[config.mk]
export PLATFORM = sky130hd
export DESIGN_NAME = branch_predictor_table
export DESIGN_NICKNAME = d
export VERILOG_FILES = /design/src/rtl/bpt_pkg.sv /design/src/rtl/sat_counter.sv /design/src/rtl/branch_predictor_table.sv
export SDC_FILE = /design/constraint.sdc
export NUM_CORES = 2
export LEC_CHECK = 0
export ABC_AREA = 1
export BUFFER_PORTS_ARGS = -buffer_cell sky130_fd_sc_hd__buf_2
export CAP_MARGIN = 15
export CORE_MARGIN = 2
export CORE_UTILIZATION = 55
export DETAILED_ROUTE_END_ITERATION = 16
export MAX_ROUTING_LAYER = met4
export PLACE_DENSITY = 0.73
export SYNTH_ARGS = -nofsm -noshare
export SYNTH_HDL_FRONTEND = slang
export SYNTH_SLANG_ARGS = --single-unit
[constraint.sdc]
create_clock -name CLK -period 2.8 [get_ports CLK]
set_input_delay 0.28 -clock CLK [delete_from_list [all_inputs] [get_ports CLK]]
set_output_delay 0.28 -clock CLK [all_outputs]
set_load 0.05 [all_outputs]
[src/rtl/bpt_pkg.sv]
// Shared types and counter helpers for branch_predictor_table.
// Optional gshare mode in the top is selected by the BPT_GHR_EN macro.
package bpt_pkg;

  // Widest PC the shared entry struct can hold. The top supports XLEN up to this value.
  localparam int BPT_XLEN    = 32;
  // Widest possible tag. The smallest table (ENTRIES=2) leaves XLEN-3 tag bits.
  localparam int BPT_TAG_W   = BPT_XLEN - 3;
  // Widest supported saturating counter.
  localparam int BPT_CTR_MAX = 4;

  typedef logic [BPT_CTR_MAX-1:0] ctr_t;

  // A narrower tag or target is zero-extended into this struct.
  typedef struct packed {
    logic                 valid;
    logic [BPT_TAG_W-1:0] tag;
    logic [BPT_XLEN-1:0]  target;
  } bpt_entry_t;

  // Largest value a w-bit counter can hold.
  function automatic ctr_t ctr_max(input int unsigned w);
    return ctr_t'((5'd1 << w) - 5'd1);
  endfunction

  // Increment that sticks at the top of a w-bit range.
  function automatic ctr_t sat_inc(input ctr_t c, input int unsigned w);
    return (c == ctr_max(w)) ? c : c + ctr_t'(1);
  endfunction

  // Decrement that sticks at zero.
  function automatic ctr_t sat_dec(input ctr_t c);
    return (c == '0) ? c : c - ctr_t'(1);
  endfunction

  // Weakly-taken starting value for a newly allocated entry. Only the MSB is set.
  function automatic ctr_t wt_init(input int unsigned w);
    return ctr_t'(1) << (w - 1);
  endfunction

endpackage

[src/rtl/sat_counter.sv]
// CTR_W-bit saturating counter with load, increment and decrement controls.
// Load has the highest priority, then increment, then decrement.
module sat_counter
  import bpt_pkg::*;
#(
  parameter int CTR_W = 2
) (
  input  logic             clk_i,
  input  logic             rst_ni,
  input  logic             inc_i,
  input  logic             dec_i,
  input  logic             load_i,
  input  logic [CTR_W-1:0] load_val_i,
  output logic [CTR_W-1:0] cnt_o
);

  logic [CTR_W-1:0] cnt_q, cnt_d;
  ctr_t             cnt_ext;

  assign cnt_ext = ctr_t'(cnt_q);
  assign cnt_o   = cnt_q;

  // Next count: load wins; the helpers clamp at either end.
  always_comb begin
    cnt_d = cnt_q;
    if (load_i)     cnt_d = load_val_i;
    else if (inc_i) cnt_d = CTR_W'(sat_inc(cnt_ext, CTR_W));
    else if (dec_i) cnt_d = CTR_W'(sat_dec(cnt_ext));
  end

  // Count register. It clears asynchronously.
  always_ff @(posedge clk_i or negedge rst_ni) begin
    if (!rst_ni) cnt_q <= '0;
    else         cnt_q <= cnt_d;
  end

endmodule

[src/rtl/branch_predictor_table.sv]
// Direct-mapped branch predictor: per-entry saturating counters plus a tagged BTB.
// Lookup is combinational from IF_pc. Training happens on the clock edge from EX.
// Define BPT_GHR_EN for gshare mode: the counters are indexed by idx^GHR, and the
// BTB keeps plain-PC indexing.
module branch_predictor_table
  import bpt_pkg::*;
#(
  parameter  int ENTRIES = 16,
  parameter  int CTR_W   = 2,
  parameter  int XLEN    = 32,
  localparam int IDX_W   = $clog2(ENTRIES)
) (
  input  logic             CLK,
  input  logic             RST,
  input  logic [XLEN-1:0]  IF_pc,
  output logic             pred_hit,
  output logic             pred_taken,
  output logic [XLEN-1:0]  pred_target,
`ifdef BPT_GHR_EN
  output logic [IDX_W-1:0] pred_ghr,
  input  logic [IDX_W-1:0] upd_ghr,
`endif
  input  logic             upd_valid,
  input  logic [XLEN-1:0]  upd_pc,
  input  logic             upd_taken,
  input  logic [XLEN-1:0]  upd_target
);

  localparam int   TAG_W = XLEN - IDX_W - 2;
  localparam ctr_t WT    = wt_init(CTR_W);

  bpt_entry_t       btb_q [ENTRIES];
  bpt_entry_t       btb_d [ENTRIES];
  logic [CTR_W-1:0] ctr   [ENTRIES];

  logic [IDX_W-1:0] if_idx, if_cidx, upd_idx, upd_cidx;
  logic [TAG_W-1:0] if_tag, upd_tag;
  logic             if_hit, upd_hit;
  logic             unused_upd_lsb;

  assign if_idx  = IF_pc[IDX_W+1:2];
  assign if_tag  = IF_pc[XLEN-1:IDX_W+2];
  assign upd_idx = upd_pc[IDX_W+1:2];
  assign upd_tag = upd_pc[XLEN-1:IDX_W+2];
  // The byte offset of the resolved PC has no role in indexing or tagging.
  assign unused_upd_lsb = ^upd_pc[1:0];

`ifdef BPT_GHR_EN
  logic [IDX_W-1:0] ghr_q, ghr_d;

  assign if_cidx  = if_idx ^ ghr_q;
  assign upd_cidx = upd_idx ^ upd_ghr;
  assign pred_ghr = ghr_q;

  // Rebuilding the history from the carried snapshot shifts in the new outcome.
  // It also repairs the history after a mispredict.
  always_comb begin
    ghr_d = ghr_q;
    if (upd_valid) ghr_d = (upd_ghr << 1) | IDX_W'(upd_taken);
  end

  // Global history register.
  always_ff @(posedge CLK or negedge RST) begin
    if (!RST) ghr_q <= '0;
    else      ghr_q <= ghr_d;
  end
`else
  assign if_cidx  = if_idx;
  assign upd_cidx = upd_idx;
`endif

  assign if_hit  = btb_q[if_idx].valid  && (btb_q[if_idx].tag  == BPT_TAG_W'(if_tag));
  assign upd_hit = btb_q[upd_idx].valid && (btb_q[upd_idx].tag == BPT_TAG_W'(upd_tag));

  // Prediction reads registered state only, so a same-cycle update is not bypassed.
  always_comb begin
    pred_hit    = if_hit;
    pred_taken  = if_hit && ctr[if_cidx][CTR_W-1];
    pred_target = pred_taken ? XLEN'(btb_q[if_idx].target) : IF_pc + XLEN'(4);
  end

  // A taken resolution always writes the BTB slot. On a hit this rewrites the same tag
  // and refreshes the target. On a miss it allocates the slot. Not-taken leaves the BTB alone.
  always_comb begin
    for (int i = 0; i < ENTRIES; i++) btb_d[i] = btb_q[i];
    if (upd_valid && upd_taken) begin
      btb_d[upd_idx].valid  = 1'b1;
      btb_d[upd_idx].tag    = BPT_TAG_W'(upd_tag);
      btb_d[upd_idx].target = BPT_XLEN'(upd_target);
    end
  end

  // BTB storage. It clears asynchronously, so a reset during an update discards the update.
  always_ff @(posedge CLK or negedge RST) begin
    if (!RST) begin
      for (int i = 0; i < ENTRIES; i++) btb_q[i] <= '0;
    end else begin
      for (int i = 0; i < ENTRIES; i++) btb_q[i] <= btb_d[i];
    end
  end

  // One counter per entry. A hit trains the counter up or down. A taken miss seeds it weakly taken.
  for (genvar g = 0; g < ENTRIES; g++) begin : g_ctr
    logic sel;
    assign sel = upd_valid && (upd_cidx == IDX_W'(g));

    sat_counter #(.CTR_W(CTR_W)) u_ctr (
      .clk_i      (CLK),
      .rst_ni     (RST),
      .inc_i      (sel &&  upd_hit &&  upd_taken),
      .dec_i      (sel &&  upd_hit && !upd_taken),
      .load_i     (sel && !upd_hit &&  upd_taken),
      .load_val_i (CTR_W'(WT)),
      .cnt_o      (ctr[g])
    );
  end

endmodule
==> out/results.ini <==
[status]
status = finished, violations left
violations = setup timing

[die]
ios = 134
core_area_um2 = 92900
dieArea_um2 = 95900
start_util_pct = 55.3
die_y_um = 310
std_cell_rows = 112
die_w_um = 310

[yosys]
netlist_instances = 7087
yosysTopAreaCell = dfrtp_1
synth_edf_count = 0
synthXorXnorAreaFrac_pct = 0.409
syn_avg_cell_area_um2 = 7.25
synth-compound-area-share_pct = 20.0
netlist.area_leader.share_pct = 47.5
ys_seq_area_share_pct = 47.5
yosysWarnings = 0
async_flop_share_pct = 100
synth.distinct_cells = 46
synthAdderAreaFrac_pct = 0.0243
synth.ff_latch_count = 976
synth_top_family_by_area = simple AND/OR/NAND/NOR gates
synth_area_um2 = 51400
syn_nets = 7188
synthFlopType = dfrtp_1
yosys.area_share.simple_pct = 24.5
yosys-top-cells-area = dfrtp_1, nand2_1, o21ai_0
synth.mux.area_fraction_pct = 0

[timing]
max_freq_mhz = 283
setup_viol = 34
hold_violations = 0
relSlewSlack_pct = 41.1
min_period_ns = 3.54
rsz0062_at_grt = yes
period_share_pct = 126
fin_setup_tns_ns = -21.31
fin_ws_ns = -0.738
worst_slew_pin_slew_ns = 0.884
whs_ns = 0.0463
finClkSkew_ns = 0.0415
slew_violations = 0

[clock_network]
clock-sinks = 976
htree_levels = 3
clk_latency_ns = 0.73
ctsRootBufferMaster = clkbuf_16
clockBufferDepth = 3
numCtsBuffers = 103
cts_tree = built
path_clk_slew_ns = 0.06

[placement]
gp_congestion = 1.02
post_dp_cell_area_um2 = 56400
post-place-ws_ns = -0.600
numPortBuffers = 131
hpwl_mm = 121

[setup_path]
crit_path_start_kind = register
slowest_stage = dfrtp_1
worst_path_most_repeated_cell = nand2_1
endpoint_kind = output port
critical-path-max-stage-delay_ns = 0.38
cp_max_fo = 7
path_class = reg2out
crit_path_cell_trace = nor2_1 -> nor2_1 -> o21ai_1 -> o211ai_1 -> nand3_1 -> nand2_1 -> nand2_1 -> nand2_1 -> nor2_1 -> nand2_1 -> nor2_1 -> nand2_1 -> nor2_4 -> buf_12 -> nand2_8 -> buf_12 -> o21ai_4 -> buf_12
cp.arrival_ns = 3.26
required_ns = 2.52

[route]
routed_via_density = 6.00
antenna_left = 0
wl_per_cell_um = 21.8
first_iter_violations = 6413
num_vias = 51785
totalWireLength_mm = 188
drcViolationCount = 0
first_pass_iters = 7

[finish]
layout_commonest_cell = nand2_1
syn_to_final_growth_pct = 19.4
drive_gt1_share_pct = 13.8
nets = 7381
final_cell_mix = nand2_1, o21ai_0, dfrtp_1
utilization_pct = 66.1
fin_area_um2 = 61400

[power]
peakVddDrop_uv = 561
power_leakage_nw = 29.8
cellPowerDensity_nw_per_um2 = 671

[global_route]
grt_max_degree = 142
grtUsageTotal_pct = 40.4
antenna_found_initial = 7
grt_pass1_vias = 48305
grt_pass1_wl_mm = 288
grt-ovfl-total = 0

[worst_hold_path]
hold_class = in2reg

[flow_run]
max_cap_viol_count = 0

[repair_timing]
action,CTS,global route
setup buffers,14,8
endpoints found under the setup margin,34,66
gates cloned,4,4
gates resized for setup,178,120
hold buffers,26,0
endpoints found under the hold margin,234,0
pin swaps,47,66
[worst paths after layout]
kind / start / endpoint / slack [ns] / cells after the start
hold / removal: upd_target[0] / btb_q[310]$_DFFE_PN0P_ / 0.05 / 3
setup / recovery: btb_q[968]$_DFFE_PN0P_ / pred_target[26] / -0.74 / 18
min in group asynchronous: RST / btb_q[859]$_DFFE_PN0P_ / 0.16 / 2
hold reg to reg: btb_q[371]$_DFFE_PN0P_ / btb_q[371]$_DFFE_PN0P_ / 0.46 / 2
max in group asynchronous: RST / btb_q[362]$_DFFE_PN0P_ / 1.69 / 3
setup reg to reg: btb_q[965]$_DFFE_PN0P_ / g_ctr[3].u_ctr.cnt_o[1]$_DFFE_PN0P_ / 0.14 / 20
[state kept, by name (all words and copies together), names as in the netlist]
register	cells
g_ctr.u_ctr.cnt_o	32
btb_q	944
[critical path: cells and delay by family (launching register included)]
| family | cells | cell delay [ns] |
|---|---|---|
| DFF | 1 | 0.38 |
| AOI/OAI and AO/OA | 3 | 0.48 |
| and+or+nand+nor | 12 | 1.21 |
| buffers and inverters | 3 | 0.49 |
[logic make-up after synthesis]
family / count (synthesis)
XOR/XNOR: 24
buffers and inverters: 931
flip-flops: 976
AND/OR/NAND/NOR: 3216
AO/OA/AOI/OAI: 1939
adder cells (fa/ha/maj): 1
[power by group]
| group | internal (mW) | switching [mW] |
|---|---|---|
| sequential | 16.7 | 1.63 |
| combinational | 3.11 | 5.09 |
| clock | 8.56 | 6.07 |
[synth_stat cells (46+ instances only)]
library cell,count
clkbuf_1,375
inv_1,373
nor2_1,588
nand2_1,2375
a21oi_1,148
o21ai_0,1516
buf_2,118
dfrtp_1,976
o22ai_1,86
o221ai_1,46
o211ai_1,58
nand3_1,177
[metrics by stage]
stage                     instances  power, mW
after floorplan                7087       23.1
after global placement         8374       25.9
after detailed placement       8374       26.2
after CTS                      8607       41.0
after global routing           8625       43.2
final                          8627       41.2
[per-layer routing]
layer  global-route usage, %  wire length [um]
met1                    52.9             73300
met2                    59.0             81800
met3                    9.17             22600
met4                    20.7             10500
met5                       -                 0
[area by class of cell]
type	count	area, um^2
fill	7919	31500
sequential	976	24400
multi-input combinational	5181	23800
timing repair buffer	625	6390
clock buffer	155	3010
tap	1254	1570
inverter	393	1560
clock inverter	34	574
antenna	9	22.5
Power figures use the tool's default switching activity.
